$ cat config.mk
export PLATFORM = sky130hd
export DESIGN_NAME = kronos_ex
export DESIGN_NICKNAME = d
export VERILOG_FILES = /design/src/rtl/kronos_ex.sv
export SDC_FILE = /design/constraint.sdc
export NUM_CORES = 1
export LEC_CHECK = 0
export ABC_AREA = 1
export CAP_MARGIN = 10
export CORE_MARGIN = 2
export CORE_UTILIZATION = 25
export DETAILED_ROUTE_END_ITERATION = 7
export PLACE_DENSITY_LB_ADDON = 0.3
export RECOVER_POWER = 50
export SYNTH_ARGS = -nofsm -noshare
export SYNTH_HDL_FRONTEND = slang
export SYNTH_SLANG_ARGS = --single-unit
export TNS_END_PERCENT = 5
$ cat constraint.sdc
create_clock -name clk -period 2.5 [get_ports clk]
set_input_delay 0.25 -clock clk [delete_from_list [all_inputs] [get_ports clk]]
set_output_delay 0.25 -clock clk [all_outputs]
set_load 0.005 [all_outputs]
$ cat src/rtl/kronos_ex.sv
// -----------------------------------------------------------------------------
// kronos_ex -- execute stage of the Kronos RV32I pipeline.
//
// Takes decoded operands from decode and computes two results:
//   result1 : ALU result (arithmetic, logic, compare flag or shift)
//   result2 : address/target sum op3 + op4
// Both results and the control fields are registered into one output slot
// that write-back drains.
//
// Shifts by a nonzero amount use a 1-bit-per-cycle serial shifter. While a
// shift runs the stage sits in SHIFT and holds decode off. Every other
// operation completes in a single cycle.
//
// Handshakes (both sides follow the same rule):
//   A transfer happens on a rising clk edge where valid && ready are both
//   high. The producer holds its valid and payload stable until that
//   transfer happens. ready never depends on valid.
//   decode -> ex : decode_vld / decode_rdy
//   ex -> wb     : execute_vld / execute_rdy
//
// Ports:
//   clk, rstz            clock; asynchronous active-low reset
//   flush                kills the output slot and any shift in progress
//   decode_vld/rdy       input handshake
//   op1, op2             ALU operands; shift amount is op2[4:0]
//   op3, op4             adder operands
//   aluop                ALU operation select
//   rd ... data_size     control fields, passed through unchanged
//   execute_vld/rdy      output handshake
//   ex_*                 registered output payload
// -----------------------------------------------------------------------------
module kronos_ex (
    input  logic        clk,
    input  logic        rstz,
    input  logic        flush,

    input  logic        decode_vld,
    output logic        decode_rdy,
    input  logic [31:0] op1,
    input  logic [31:0] op2,
    input  logic [31:0] op3,
    input  logic [31:0] op4,
    input  logic [3:0]  aluop,
    input  logic [4:0]  rd,
    input  logic        rd_write,
    input  logic        branch,
    input  logic        branch_cond,
    input  logic        ld,
    input  logic        st,
    input  logic        data_uns,
    input  logic [1:0]  data_size,
    input  logic        is_illegal,

    output logic        execute_vld,
    input  logic        execute_rdy,
    output logic [31:0] ex_result1,
    output logic [31:0] ex_result2,
    output logic [4:0]  ex_rd,
    output logic        ex_rd_write,
    output logic        ex_branch,
    output logic        ex_branch_cond,
    output logic        ex_ld,
    output logic        ex_st,
    output logic        ex_data_uns,
    output logic [1:0]  ex_data_size,
    output logic        ex_is_illegal
);

    localparam logic [3:0] OP_ADD  = 4'd0;
    localparam logic [3:0] OP_SUB  = 4'd1;
    localparam logic [3:0] OP_AND  = 4'd2;
    localparam logic [3:0] OP_OR   = 4'd3;
    localparam logic [3:0] OP_XOR  = 4'd4;
    localparam logic [3:0] OP_SLT  = 4'd5;
    localparam logic [3:0] OP_SLTU = 4'd6;
    localparam logic [3:0] OP_SLL  = 4'd7;
    localparam logic [3:0] OP_SRL  = 4'd8;
    localparam logic [3:0] OP_SRA  = 4'd9;
    localparam logic [3:0] OP_EQ   = 4'd10;
    localparam logic [3:0] OP_NE   = 4'd11;
    localparam logic [3:0] OP_GE   = 4'd12;
    localparam logic [3:0] OP_GEU  = 4'd13;

    typedef enum logic {
        IDLE  = 1'b0,
        SHIFT = 1'b1
    } state_e;

    // Control fields travel as one bundle so the holding registers and
    // the output slot stay in step.
    typedef struct packed {
        logic [4:0] rd;
        logic       rd_write;
        logic       branch;
        logic       branch_cond;
        logic       ld;
        logic       st;
        logic       data_uns;
        logic [1:0] data_size;
        logic       is_illegal;
    } ctrl_t;

    // -------------------------------------------------------------------------
    // State
    // -------------------------------------------------------------------------
    state_e      state_q,   state_d;
    logic [4:0]  cnt_q,     cnt_d;
    logic [31:0] shreg_q,   shreg_d;
    logic        sh_right_q, sh_right_d;  // 1: SRL/SRA, 0: SLL
    logic        sh_arith_q, sh_arith_d;  // 1: SRA (fill with bit 31)
    logic [31:0] hold_r2_q, hold_r2_d;
    ctrl_t       hold_ctrl_q, hold_ctrl_d;

    logic        vld_q,     vld_d;
    logic [31:0] r1_q,      r1_d;
    logic [31:0] r2_q,      r2_d;
    ctrl_t       ctrl_q,    ctrl_d;

    // -------------------------------------------------------------------------
    // Single-cycle ALU
    // -------------------------------------------------------------------------
    logic [31:0] add_res;
    logic [31:0] sub_res;
    logic        lt_s;
    logic        lt_u;
    logic        eq;
    logic [31:0] alu_res;
    logic [31:0] sum2;
    ctrl_t       ctrl_in;

    always_comb begin
        add_res = op1 + op2;
        sub_res = op1 - op2;
        lt_s    = $signed(op1) < $signed(op2);
        lt_u    = op1 < op2;
        eq      = (op1 == op2);
        sum2    = op3 + op4;

        alu_res = add_res;
        if (!is_illegal) begin
            case (aluop)
                OP_SUB:  alu_res = sub_res;
                OP_AND:  alu_res = op1 & op2;
                OP_OR:   alu_res = op1 | op2;
                OP_XOR:  alu_res = op1 ^ op2;
                OP_SLT:  alu_res = {31'd0, lt_s};
                OP_SLTU: alu_res = {31'd0, lt_u};
                // Shifts only reach this path with a zero shift amount.
                OP_SLL,
                OP_SRL,
                OP_SRA:  alu_res = op1;
                OP_EQ:   alu_res = {31'd0, eq};
                OP_NE:   alu_res = {31'd0, ~eq};
                OP_GE:   alu_res = {31'd0, ~lt_s};
                OP_GEU:  alu_res = {31'd0, ~lt_u};
                default: alu_res = add_res;
            endcase
        end

        ctrl_in.rd          = rd;
        ctrl_in.rd_write    = rd_write;
        ctrl_in.branch      = branch;
        ctrl_in.branch_cond = branch_cond;
        ctrl_in.ld          = ld;
        ctrl_in.st          = st;
        ctrl_in.data_uns    = data_uns;
        ctrl_in.data_size   = data_size;
        ctrl_in.is_illegal  = is_illegal;
    end

    // -------------------------------------------------------------------------
    // Handshake and control
    // -------------------------------------------------------------------------
    logic slot_free;
    logic accept;
    logic is_shift_op;
    logic start_shift;
    logic load_single;
    logic shift_done;

    always_comb begin
        slot_free   = ~vld_q | execute_rdy;
        decode_rdy  = (state_q == IDLE) & slot_free;
        accept      = decode_vld & decode_rdy;
        is_shift_op = (aluop == OP_SLL) | (aluop == OP_SRL) | (aluop == OP_SRA);
        // Illegal instructions never enter the serial shifter.
        start_shift = accept & is_shift_op & ~is_illegal & (op2[4:0] != 5'd0);
        load_single = accept & ~start_shift;
        shift_done  = (state_q == SHIFT) & (cnt_q == 5'd0) & slot_free;
    end

    always_comb begin
        state_d     = state_q;
        cnt_d       = cnt_q;
        shreg_d     = shreg_q;
        sh_right_d  = sh_right_q;
        sh_arith_d  = sh_arith_q;
        hold_r2_d   = hold_r2_q;
        hold_ctrl_d = hold_ctrl_q;
        vld_d       = vld_q;
        r1_d        = r1_q;
        r2_d        = r2_q;
        ctrl_d      = ctrl_q;

        if (flush) begin
            // Anything accepted this cycle is dropped along with the slot.
            vld_d   = 1'b0;
            state_d = IDLE;
            cnt_d   = 5'd0;
        end else begin
            if (start_shift) begin
                state_d     = SHIFT;
                cnt_d       = op2[4:0];
                shreg_d     = op1;
                sh_right_d  = (aluop != OP_SLL);
                sh_arith_d  = (aluop == OP_SRA);
                hold_r2_d   = sum2;
                hold_ctrl_d = ctrl_in;
            end else if (state_q == SHIFT && cnt_q != 5'd0) begin
                cnt_d = cnt_q - 5'd1;
                if (sh_right_q)
                    shreg_d = {sh_arith_q & shreg_q[31], shreg_q[31:1]};
                else
                    shreg_d = {shreg_q[30:0], 1'b0};
            end

            if (load_single) begin
                vld_d  = 1'b1;
                r1_d   = alu_res;
                r2_d   = sum2;
                ctrl_d = ctrl_in;
            end else if (shift_done) begin
                vld_d   = 1'b1;
                r1_d    = shreg_q;
                r2_d    = hold_r2_q;
                ctrl_d  = hold_ctrl_q;
                state_d = IDLE;
            end else if (vld_q && execute_rdy) begin
                vld_d = 1'b0;
            end
        end
    end

    always_ff @(posedge clk or negedge rstz) begin
        if (!rstz) begin
            state_q     <= IDLE;
            cnt_q       <= 5'd0;
            shreg_q     <= 32'd0;
            sh_right_q  <= 1'b0;
            sh_arith_q  <= 1'b0;
            hold_r2_q   <= 32'd0;
            hold_ctrl_q <= '0;
            vld_q       <= 1'b0;
            r1_q        <= 32'd0;
            r2_q        <= 32'd0;
            ctrl_q      <= '0;
        end else begin
            state_q     <= state_d;
            cnt_q       <= cnt_d;
            shreg_q     <= shreg_d;
            sh_right_q  <= sh_right_d;
            sh_arith_q  <= sh_arith_d;
            hold_r2_q   <= hold_r2_d;
            hold_ctrl_q <= hold_ctrl_d;
            vld_q       <= vld_d;
            r1_q        <= r1_d;
            r2_q        <= r2_d;
            ctrl_q      <= ctrl_d;
        end
    end

    // -------------------------------------------------------------------------
    // Outputs
    // -------------------------------------------------------------------------
    assign execute_vld    = vld_q;
    assign ex_result1     = r1_q;
    assign ex_result2     = r2_q;
    assign ex_rd          = ctrl_q.rd;
    assign ex_rd_write    = ctrl_q.rd_write;
    assign ex_branch      = ctrl_q.branch;
    assign ex_branch_cond = ctrl_q.branch_cond;
    assign ex_ld          = ctrl_q.ld;
    assign ex_st          = ctrl_q.st;
    assign ex_data_uns    = ctrl_q.data_uns;
    assign ex_data_size   = ctrl_q.data_size;
    assign ex_is_illegal  = ctrl_q.is_illegal;

endmodule
==> results of run 1 <==
[cell type report]
| class | count | area [µm²] | share of cell area, % |
|---|---|---|---|
| flip-flops and latches | 165 | 4130 | 17.7 |
| clock inverters | 15 | 204 | 0.876 |
| multi-input cells | 1861 | 9960 | 42.8 |
| repair buffers | 728 | 6300 | 27.0 |
| diodes | 3 | 7.51 | 0.0322 |
| clock buffers | 17 | 425 | 1.83 |
| well taps | 837 | 1050 | 4.50 |
| inverters | 322 | 1220 | 5.22 |
[cell usage after synthesis (3+ instances only)]
master | instances | share of area [%]
a21oi_1 | 197 | 6.3
inv_1 | 315 | 7.6
o221ai_1 | 3 | 0.17
a221oi_1 | 4 | 0.22
xnor2_1 | 6 | 0.34
nand2_1 | 627 | 15
or2_2 | 6 | 0.24
buf_2 | 33 | 1.1
a31oi_1 | 41 | 1.6
nand3_1 | 162 | 5.2
dfrtp_1 | 165 | 27
o21ai_1 | 9 | 0.29
a211oi_1 | 8 | 0.39
ha_1 | 129 | 10
buf_1 | 4 | 0.096
fa_1 | 3 | 0.39
inv_2 | 3 | 0.072
o21bai_1 | 20 | 0.96
o22ai_1 | 30 | 1.2
nor3_1 | 36 | 1.2
o211ai_1 | 44 | 2.1
nand4_1 | 21 | 0.84
a21boi_0 | 6 | 0.29
clkbuf_1 | 56 | 1.3
nor2_1 | 254 | 6.1
o21a_1 | 12 | 0.58
a21o_1 | 3 | 0.14
o21ai_0 | 197 | 6.3
a2111oi_0 | 6 | 0.34
buf_4 | 5 | 0.24
xor2_1 | 17 | 0.96
[how the worst min path moves through the flow]
| stage | cells past startpoint | start | end |
|---|---|---|---|
| after floorplan | 0 | rstz | cnt_q[0] |
| after global placement | 1 | rstz | hold_ctrl_q[11] |
| after detailed placement | 1 | rstz | hold_ctrl_q[11] |
| after CTS | 2 | rstz | hold_ctrl_q[11] |
| after global routing | 3 | op1[0] | shreg_q[0] |
| final | 3 | op1[0] | shreg_q[0] |
[layout by cell type (no fill, tap or decap), drive strengths merged, types with 17 or more instances in the layout]
| cell type | n |
|---|---|
| nand4 | 21 |
| dfrtp | 165 |
| ha | 129 |
| nand2 | 627 |
| o211ai | 44 |
| a21oi | 197 |
| clkbuf | 20 |
| a31oi | 41 |
| xor2 | 17 |
| nor2 | 258 |
| inv | 328 |
| clkdlybuf4s50 | 190 |
| buf | 495 |
| o22ai | 30 |
| o21bai | 20 |
| nor3 | 36 |
| o21ai | 207 |
| dlygate4sd3 | 36 |
| nand3 | 164 |
[repair_timing]
action | 4_1_cts | 5_1_grt
setup endpoints to repair | 1 | 26
setup buffers | 0 | 2
hold endpoints to repair | 50 | 0
gates resized for setup | 1 | 52
pin swaps | 0 | 3
hold buffers | 1 | 0
[registers in the layout, indices dropped and copies added, names as in the netlist]
register / flops
cnt_q: 5
ex_branch: 1
ex_branch_cond: 1
ex_data_size: 2
ex_data_uns: 1
ex_is_illegal: 1
ex_ld: 1
ex_rd: 5
ex_rd_write: 1
ex_result1: 32
ex_result2: 32
ex_st: 1
execute_vld: 1
hold_ctrl_q: 14
hold_r2_q: 32
sh_arith_q: 1
sh_right_q: 1
shreg_q: 32
state_q: 1
[cells by family (layout without fill, tap and decap cells)]
family | count (synthesis) | in the layout | share of synthesized area, %
simple gates | 1120 | 1120 | 29.5
compound gates | 586 | 586 | 21.3
buf+inv | 421 | 1082 | 10.6
flops | 165 | 165 | 26.5
fa+ha+maj | 132 | 132 | 10.7
xor+xnor | 23 | 23 | 1.29
other cells | 0 | 3 | 0
[where the power goes]
part / leakage [nW] / internal, mW / switching (mW)
logic: 9.07 / 2.64 / 2.87
registers: 2.01 / 3.46 / 0.605
clock network: 0.302 / 1.46 / 1.49
total: 11.4 / 7.55 / 4.96
[worst max-delay path, delay by kind of cell]
kind / cells / cell delay (ns)
buffers and inverters: 5 / 0.94
AO/OA/AOI/OAI: 3 / 0.48
AND/OR/NAND/NOR: 9 / 0.80
adder cells (fa/ha/maj): 1 / 0.35
[metal layers]
layer / up-vias / part of all wire, %
met2: 521 / 44
met4: 10 / 2.3
met3: 84 / 6.1
met1: 8435 / 47
met5: - / 0.11
li1: 9369 / -
==> summary.txt, run 1 <==
Outcome
  – Status: finished, final reports clean

Clock tree
  – CTS buffer count: 17
  – CTS HTree Levels: 4
  – CTS root buf: clkbuf_16
  – Later-pin clock latency in the skew report: 0.50 ns
  – Sink Count: approximately 170
  – TritonCTS clock tree: built
  – Longest Clk Path Bufs: 2
  – Clock transition at path regs: 0.07 ns

Die
  – Row Count: between 90 and 100
  – Width of the die: 254 µm
  – Initial Util: 25.2%
  – Die ar.: ~64000 µm²
  – Die Y: 254 µm
  – Io pins: around 230
  – Core area: 61700 µm²

Power and ir drop
  – Design Power: 12.5 mW
  – P_leak: between 10 and 15 nW
  – Pwr Density: 537 nW/µm²
  – Peak supply drop: about 0.4 mV

GRT
  – Layer with the highest usage: met2
  – Initial antenna violation count: 8
  – Pin count of the biggest net entering global routing: 64
  – Global-route wire length before repair: ~100 mm
  – Met3 usage: between 3 and 4%
  – Vias in the first global route: 17.7k
  – Total grt overflow: 0
  – Met1 GRT Util: 29.2%
  – Met2 usage: 33.0%
  – GRT Total Usage: 21.1%

Route
  – Final WL: 68.0 mm
  – DRT antenna net count: 0
  – DR WL/cell: approximately 17 µm
  – Routed via count: between 15k and 20k
  – DRT Pass-1 Iters: 6
  – Residual DRC: 0
  – Number of DRC markers in iteration 0: about 1.4k
  – Via/cell ratio: 4.67

Place
  – Placed Area: roughly 23000 µm²
  – Dpl hpwl: 55.7 mm
  – RePlAce Congestion: 0.991
  – Port-buffer cells: 230
  – Placed cell count: 3910
  – DP Worst Slack: -0.564 ns

Yosys
  – Post-synthesis register bit count: 165
  – Ys flop type: dfrtp_1
  – Synth Cell Area: 15600 µm²
  – Post-synth EDFFs: 0
  – Gate Count Post-Synth: 2447
  – Post-synthesis average cell area: 6.37 µm²
  – Synth Net Count: 2730
  – Yosys Warn Count: 0
  – Post-synth cell types: 49
  – Ys async rst share: 100%
  – Post-synthesis sequential area ratio: 26.5%

STA
  – Post-route setup slack: ~0.12 ns
  – Slew margin rel.: ~4.6%
  – RSZ-0062 raised after global routing: yes
  – Fin crit share: between 90 and 100%
  – Final Hold Fails: 0
  – Setup violators final: 0
  – Skew final: 0.0111 ns
  – Setup_tns: 0 ns
  – Worst slew pin tran: 1.43 ns
  – Min Hold Slack: 0.121 ns
  – Max-slew violations: 0
  – Fmax: 419 MHz
  – Final min period: 2.38 ns

Worst setup path
  – Flop2flop setup slack: 0.31 ns
  – Worst reg2reg path depth: 10
  – Critical Path Most Common Cell: nand2_1
  – Critical Path Start: op2[10]
  – Critical path's slowest cell: clkdlybuf4s50_1
  – Critical path data required time: 2.92 ns
  – Worst setup SP type: input port
  – R2R Path End: ex_result2[3]
  – CP arrival: ~2.8 ns
  – Reg2reg start: cnt_q[0]
  – Worst setup path endpoint: ex_result1[31]
  – Critical path, cell by cell: clkdlybuf4s50_1 -> inv_1 -> ha_1 -> inv_1 -> a21oi_1 -> inv_1 -> a21oi_1 -> buf_4 -> nor2_1 -> nor2_1 -> nand2_2 -> nand2_1 -> nand2_1 -> nand2_1 -> nand3_1 -> nand2_1 -> nand2_1 -> a21oi_1
  – Worst-path maximum fanout: 4
  – Worst Setup End Kind: flop
  – Crit-path max cell delay: 0.58 ns
  – Setup Crit Path Kind: input port to flop

Run
  – Max-Cap Viols: 0

Finish
  – Post-layout util: 37.7%
  – Design area: between 20000 and 25000 µm²
  – Syn-to-layout area delta: 49.5%
  – Final Instance Count excl. Fillers: between 3k and 4k
  – Fin nets: 3378
  – Ratio of cells with drive above 1 in the final layout: 19.0%
  – FILL cells: between 6k and 7k

Worst hold path
  – Hold Crit Class: input port to flop
(Power assumes the default switching activity.)
==> inputs of run 2 (changes only) <==
HOLD_SLACK_MARGIN = 0.03   (was not set)
==> results of run 2 <==
The final DEF is identical to that of run 1; final timing and power are the same.
==> inputs of run 3 (changes only) <==
CORE_UTILIZATION = 45   (was 25)
CTS_CLUSTER_SIZE = 16   (was not set)
==> run 3 against run 2 <==
  * Total power up 1.4%
  * Utilization is 29 points higher
  * Flip-flop and latch count stayed put
  * Critical endpoint is now ex_result1[18]
  * Register-to-register slack lost 0.07 ns
  * Critical path depth shrank 6
  * Global-route usage grew 17 points
==> summary.txt, run 3 (synthesis results as in run 1) <==
Outcome
  – Status: finished, final reports clean

Route
  – DRT antenna net count: 0 (unchanged)
  – DR WL/cell: 19.5 µm (+13%)
  – Via/cell ratio: 5.56 (+19%)
  – Number of DRC markers in iteration 0: 1930 (+39%)
  – Routed via count: 19.9k (+8.0%)
  – Final WL: 69.6 mm (+2.4%)
  – Residual DRC: 0 (unchanged)
  – DRT Pass-1 Iters: 7 (+1)

Finish
  – Multi-input combinational cell area: 10000 µm² (+0.54%)
  – Commonest non-fill, non-tap cell in the layout: nand2_1
  – Seq. cell area: 4130 µm² (about the same)
  – Commonest non-fill, non-tap cells in the layout: nand2_1 (612), buf_4 (491), inv_1 (313), nor2_1 (242), clkdlybuf4s50_1 (192)
  – Ratio of cells with drive above 1 in the final layout: 19.8% (+0.79 points)
  – FILL cells: 3004 (-56%)
  – Syn-to-layout area delta: 47.0%
  – Fin nets: 3390 (+0.36%)

STA
  – Fmax: 402 MHz (-4.1%)
  – Final min period: 2.49 ns (+0.101 ns)
  – Final Hold Fails: 0 (unchanged)
  – Min Hold Slack: 0.176 ns (+0.0556 ns)
  – Setup violators final: 0 (unchanged)
  – Fin crit share: 99.4% (+4.0 points)
  – RSZ-0062 raised after global routing: yes
  – Worst slew pin tran: 1.14 ns (-0.292 ns)
  – Skew final: 0.0133 ns (+0.00216 ns)
  – Slew margin rel.: 24.0% (+19 points)
  – Max-slew violations: 0 (unchanged)
  – Setup_tns: 0 ns (unchanged)

Worst hold path
  – Hold_sp: op1[0]
  – Worst Hold Endpoint: shreg_q[0]
  – Hold Crit Class: input port to flop
  – WHS Path Cells: 3 (unchanged)

Die
  – Die Y: 190 µm (-25%)
  – Io pins: 231 (unchanged)
  – Die ar.: 36100 µm² (-44%)
  – Initial Util: 45.4% (+20 points)
  – Row Count: 68 (-25%)
  – Width of the die: 190 µm (-25%)
  – Core area: 34300 µm² (-44%)

Clock tree
  – Clock transition at path regs: 0.09 ns (+0.02 ns)
  – CTS HTree Levels: 4 (unchanged)
  – CTS root buf: clkbuf_16
  – Longest Clk Path Bufs: 2 (unchanged)
  – CTS buffer count: 17 (unchanged)
  – Sink Count: 165 (unchanged)
  – Later-pin clock latency in the skew report: 0.47 ns (-0.03 ns)
  – TritonCTS clock tree: built

Worst setup path
  – CP arrival: 2.85 ns (+0.05 ns)
  – R2R Path End: ex_result1[10]
  – Worst setup SP type: input port
  – Flop2flop setup slack: 0.24 ns (-0.07 ns)
  – Critical path data required time: 2.86 ns (-0.06 ns)
  – Setup Crit Path Kind: input port to flop
  – Worst Setup End Kind: flop
  – Worst reg2reg path depth: 11 (+1)
  – Worst-path maximum fanout: 3 (-1)
  – Reg2reg start: cnt_q[0]

GRT
  – Global-route wire length before repair: 106 mm (+2.3%)
  – GRT Total Usage: 38.0% (+17 points)
  – Layer with the highest usage: met2
  – Total grt overflow: 0 (unchanged)
  – Met3 usage: 6.47% (+2.6 points)
  – Pin count of the biggest net entering global routing: 71 (+11%)
  – Met1 GRT Util: 52.3% (+23 points)
  – Initial antenna violation count: 3 (-5)
  – Met2 usage: 60.4% (+27 points)
  – Vias in the first global route: 19.0k (+7.5%)

Power and ir drop
  – Peak supply drop: 0.577 mV (+44%)
  – Design Power: 12.7 mW (+1.4%)
  – P_leak: 11.4 nW (+0.23%)
  – Pwr Density: 554 nW/µm² (+3.1%)

Place
  – Port-buffer cells: 230 (unchanged)
  – RePlAce Congestion: 1.00 (+0.90%)
  – Dpl hpwl: 55.0 mm (-1.4%)

Run
  – Max-Cap Viols: 0 (unchanged)
==> run 3: cell count changes in the layout (fill, tap and decap cells not counted), sizes merged, moves of 2 or more <==
cell           change
buf               +13
dlymetal6s2s       -3
clkdlybuf4s50      +2
dlygate4sd2        +2
diode              -2
==> run 3: routing by layer <==
metal | vias to the layer above | part of all wire (%) | wire (µm)
li1 | 9405 | - | -
met1 | 9390 | 44 | 30400
met2 | 931 | 45 | 31200
met3 | 170 | 8.1 | 5660
met4 | 4 | 3.3 | 2280
met5 | - | 0.043 | 30
==> run 3: cell type report <==
cell class | instances | area share (%)
repair buffers | 740 | 27.7
multi-input cells | 1861 | 43.7
clock inverters | 15 | 0.901
flip-flops and latches | 165 | 18.0
inverters | 322 | 5.30
clock buffers | 17 | 1.86
diodes | 1 | 0.0109
well taps | 455 | 2.49
==> run 3: stage by stage <==
step	util (%)	worst slack [ns]	instance area, µm²	instances
global route	66.8	-0.0870	22900	3575
finish	66.8	0.0148	22900	3576
floorplan	-	0.256	15600	2447
global placement	64.4	-0.634	22100	3542
CTS	66.3	0.0195	22700	3575
detailed placement	64.4	-0.681	22100	3542
==> run 3: critical path, stage by stage <==
cell and delay, ns:
clkdlybuf4s50_1 0.49, inv_1 0.06, ha_1 0.33, a21oi_1 0.41
o21ai_0 0.21, a21oi_1 0.28, nand3_1 0.18, nand2_1 0.09
inv_1 0.03, or2_2 0.28, nand3_1 0.16, a21oi_2 0.08
==> run 3: worst max-delay path by stage <==
stage	from	end	slack [ns]	depth (start not counted)
floorplan	op3[0]	ex_result2[26]	0.26	11
global placement	op2[0]	ex_result1[14]	-0.63	16
detailed placement	op2[0]	ex_result1[24]	-0.68	17
CTS	op1[1]	ex_result1[30]	0.02	19
global route	op1[4]	ex_result1[18]	-0.09	17
finish	op2[15]	ex_result1[18]	0.01	12
==> run 3: power by group <==
group | switching [mW] | total (mW) | internal (mW)
clock network | 1.38 | 2.92 | 1.54
registers | 0.573 | 4.03 | 3.46
logic | 3.08 | 5.74 | 2.66
==> run 3: repair_timing <==
action | in CTS | in global routing
pin swaps | 0 | 1
hold endpoints to repair | 45 | 0
gates resized for setup | 8 | 65
hold buffers | 1 | 0
setup buffers | 0 | 0
setup endpoints to repair | 10 | 33
==> patch 1: new RTL, flow settings as in run 3 <==
`hold_r2_q` no longer has a reset.
--- a/src/rtl/kronos_ex.sv
+++ b/src/rtl/kronos_ex.sv
@@ -250,3 +250,2 @@
             sh_arith_q  <= 1'b0;
-            hold_r2_q   <= 32'd0;
             hold_ctrl_q <= '0;
@@ -262,3 +261,2 @@
             sh_arith_q  <= sh_arith_d;
-            hold_r2_q   <= hold_r2_d;
             hold_ctrl_q <= hold_ctrl_d;
@@ -269,2 +267,6 @@
         end
+    end
+
+    always_ff @(posedge clk) begin
+        hold_r2_q <= hold_r2_d;
     end
Behaviour: no difference found for any inputs over 4 cycles, from zero or initial values and one cycle with rstz low; that may be too few to reach the edited logic, so the function may still have changed.
==> patch 1 against run 3 <==
Register-to-register slack improved by 0.05 ns; clock power fell by 3%; worst hold slack improved by 0.075 ns; non-clock buffer count fell by 46; synthesized area fell by 1.8%; routed wire length fell by 4.0%; highest routed layer is now met4; first-iteration DRC count fell by 6.4%; clock skew rose by 0.0060 ns; final area fell by 3.1%; sequential cell count did not move; critical path type unchanged; critical path depth rose by 3; largest cell class unchanged; power fell by 8.5%; worst setup slack improved by 0.066 ns.
==> patch 1: results <==
set metrics [dict create \
    critPathSlowestCell "clkdlybuf4s50_1" \
    synth-edff-count 32 \
    avgSynthCellArea_um2 6.552 \
    synth.distinct_cells 48 \
    worst-path-max-fanout 18 \
    status "finished, final reports clean" \
    path_delay_family "buffers and inverters" \
    dp_cells 3385 \
    final_area_um2 22190 \
    cp_slowest_stage_delay_ns 0.43 \
    drtIter0Drc 1807 \
    placed_area_um2 21490 \
    synthArstFlopShare_pct 80.61 \
    hpwl_um 53780 \
    cts_buffers 17 \
    fin_nets 3241 \
    routed_via_density 5.566 \
    antenna_cells 0 \
    grt_start_max_net_pins 55 \
    seq_area_frac_synth_pct 28.04 \
    reg2reg_depth 12 \
    grt_pass1_wl_um 101600 \
    drt-total-wl_um 66880 \
    synth_area_leaders "dfrtp_1 22%, nand2_1 14%, ha_1 11%, a21oi_1 7.7%, inv_1 7.5%" \
    layout-drive-gt1-share_pct 18.61 \
    fin_skew_ns 0.01925 \
    track_usage_pct 37.18 \
    dr_total_vias 19030 \
    antenna_found_initial 0 \
    place.gp.congestion 1.028 \
    irDropWorstVdd_mv 0.5424 \
    power.leakage_nw 10.86 \
    first_pass_iters 5 \
    synthesis.nets 2618 \
    grt_pass1_vias 18480 \
    ys_top_cells_by_count "568 x nand2_1, 304 x inv_1, 244 x nor2_1, 235 x a21oi_1, 169 x o21ai_0" \
    clock_latency_ns 0.47 \
    cp.arrival_ns 2.76 \
]
-- patch 1: cell count changes after synthesis, sizes merged, moves of 12 or more --
| cell | delta |
|---|---|
| edfxtp | +32 |
| a31oi | -12 |
| clkbuf | -29 |
| nand2 | -56 |
| dfrtp | -32 |
| o21ai | -33 |
| nor2 | -13 |
| buf | +20 |
| a21oi | +39 |
-- patch 1: kinds of logic after synthesis --
kind of cell / after synthesis / share of synthesized area [%]
XOR/XNOR: 28 / 1.603
flip-flops: 165 / 28.04
AND/OR/NAND/NOR: 1044 / 28.03
buffers and inverters: 402 / 10.69
adder cells (fa/ha/maj): 132 / 10.94
AO/OA/AOI/OAI: 564 / 20.70
-- patch 1: repair_timing --
action,CTS,global route
endpoints found under the hold margin,51,0
setup endpoints to repair,0,17
hold buffers,1,0
buffers inserted,0,1
resized for setup,0,38
-- patch 1: worst paths after layout --
kind                                 from             end  slack (ns)
min in group asynchronous            rstz  ex_result1[29]        0.67
max reg2reg                   execute_vld  ex_result1[25]        0.29
max                                op2[4]  ex_result1[25]        0.08
min reg2reg                hold_ctrl_q[3]  hold_ctrl_q[3]        0.47
min                                op2[0]        cnt_q[0]        0.25
max in group asynchronous            rstz   ex_result1[6]        0.33
-- patch 1: area by class of cell --
| cell class | instances | share of cell area [%] |
|---|---|---|
| multi-input combinational | 1768 | 42.83 |
| timing repair buffer | 694 | 27.33 |
| sequential | 165 | 19.33 |
| inverter | 312 | 5.277 |
| tap | 448 | 2.526 |
| clock buffer | 18 | 1.979 |
| clock inverter | 14 | 0.7330 |
-- patch 1: tightest hold or removal path: stages --
cell            delay (ns)
dlymetal6s2s_1        0.16
o21ai_0               0.12
o22ai_1               0.12
-- patch 1: per-layer routing --
| metal | part of all wire (%) | wire (µm) | global-route usage (%) | vias to the layer above |
|---|---|---|---|---|
| met5 | 0 | 0 | 0 | - |
| met4 | 3.5 | 2341 | 13.01 | 0 |
| met3 | 9.8 | 6551 | 6.575 | 145 |
| met2 | 45 | 30300 | 61.33 | 992 |
| met1 | 41 | 27690 | 49.11 | 8910 |
| li1 | - | - | - | 8982 |
-- patch 1: where the power goes --
| group | total [mW] | internal [mW] | switching, mW |
|---|---|---|---|
| registers | 3.79 | 3.31 | 0.474 |
| logic | 4.99 | 2.30 | 2.69 |
| clock network | 2.84 | 1.45 | 1.38 |
| total | 11.6 | 7.06 | 4.55 |
-- patch 1: per-stage QoR --
stage | setup WS, ns | setup TNS [ns] | hold slack, ns
2_1_floorplan | 0.3701 | 0 | -0.04559
6_report | 0.08086 | 0 | 0.2510
3_3_place_gp | -0.4582 | -17.00 | 0.2521
4_1_cts | 0.01416 | 0 | 0.3428
5_1_grt | -0.05460 | -0.2907 | 0.3220
3_5_place_dp | -0.4402 | -21.44 | 0.2559
==> patch 2: new RTL, flow settings as in run 3 <==
Without the edit above. Reset style: synchronous (`rstz`), changed in one clocked block. Comments in the files are not updated.
--- a/src/rtl/kronos_ex.sv
+++ b/src/rtl/kronos_ex.sv
@@ -243,3 +243,3 @@
 
-    always_ff @(posedge clk or negedge rstz) begin
+    always_ff @(posedge clk) begin
         if (!rstz) begin
Function: differs if rstz is asserted again (counterexample within 4 cycles, from zero or initial values and one cycle with rstz low); with rstz held inactive, the same outputs for 4 cycles.
==> patch 2 against run 3 <==
The run now ends with negative setup slack left; routed wire length down 5.7%; utilization about the same; synthesized area down 5.9%; register-to-register slack better by 0.02 ns; power down 27%; sequential cell count unchanged; final area down 5.8%; highest routed layer is now met4; final cell count down 4.9%; combinational power down 34%; worst hold slack about the same; worst setup slack worse by 0.039 ns; non-clock buffer count down 33; first-iteration DRC count down 5.4%.
==> patch 2: results <==
set metrics [dict create \
    status "finished, violations left" \
    failed_checks "negative setup slack" \
    grt_start_max_net_pins 125 \
    holdWs_ns 0.1759 \
    register_area_um2 3303 \
    fin_ws_ns -0.02444 \
    r2r-end "ex_result2[29]" \
    reg2reg_depth 15 \
    avgSynthCellArea_um2 6.314 \
    buf_share_pct 28.04 \
    n_fill_cell 2906 \
    synth_area_leaders "dfxtp_1 23%, nand2_1 12%, ha_1 11%, a21oi_1 8.7%, o21ai_0 7.5%" \
    irDropWorstVdd_mv 0.5205 \
    setup_viol 3 \
    fin_skew_ns 0.01025 \
    grt_pass1_wl_um 99850 \
    track_usage_pct 38.14 \
    synth-main-ff-cell "dfxtp_1" \
    clkTransAtPathRegs_ns 0.07 \
    nNonClkBuffers 707 \
    power.leakage_nw 10.27 \
    clock_power_share_pct 28.8 \
    path_delay_family "buffers and inverters" \
    nMultiInputCombCells 1785 \
    routed_via_density 5.601 \
    antenna_found_initial 0 \
    ctsResizeCount 3 \
]
==> patch 2: changes by cell type after synthesis, moves of 17 or more <==
cell,delta
inv_1,-59
a31oi_1,+17
o211ai_1,-20
dfrtp_1,-165
o21ai_0,+22
nand2_1,-165
mux2_2,+25
dfxtp_1,+165
nor2_1,-25
a21oi_1,+58
==> patch 2: logic make-up (layout without fill, tap and decap cells) <==
family          count (synthesis)  count (layout)  share of synthesized area (%)
simple gates                  917             917                          26.04
compound gates                687             687                          26.52
buf+inv                       372            1007                          10.14
flops                         165             165                          22.53
fa+ha+maj                     132             132                          11.42
mux                            25              25                          1.920
xor+xnor                       24              24                          1.434
==> patch 2: metal layers <==
layer / vias up / track usage, % / wire (µm)
met5: - / 0 / 0
met4: 0 / 18.98 / 2943
met3: 199 / 6.303 / 5304
met2: 967 / 62.18 / 29780
met1: 8762 / 48.67 / 27670
li1: 9111 / - / -
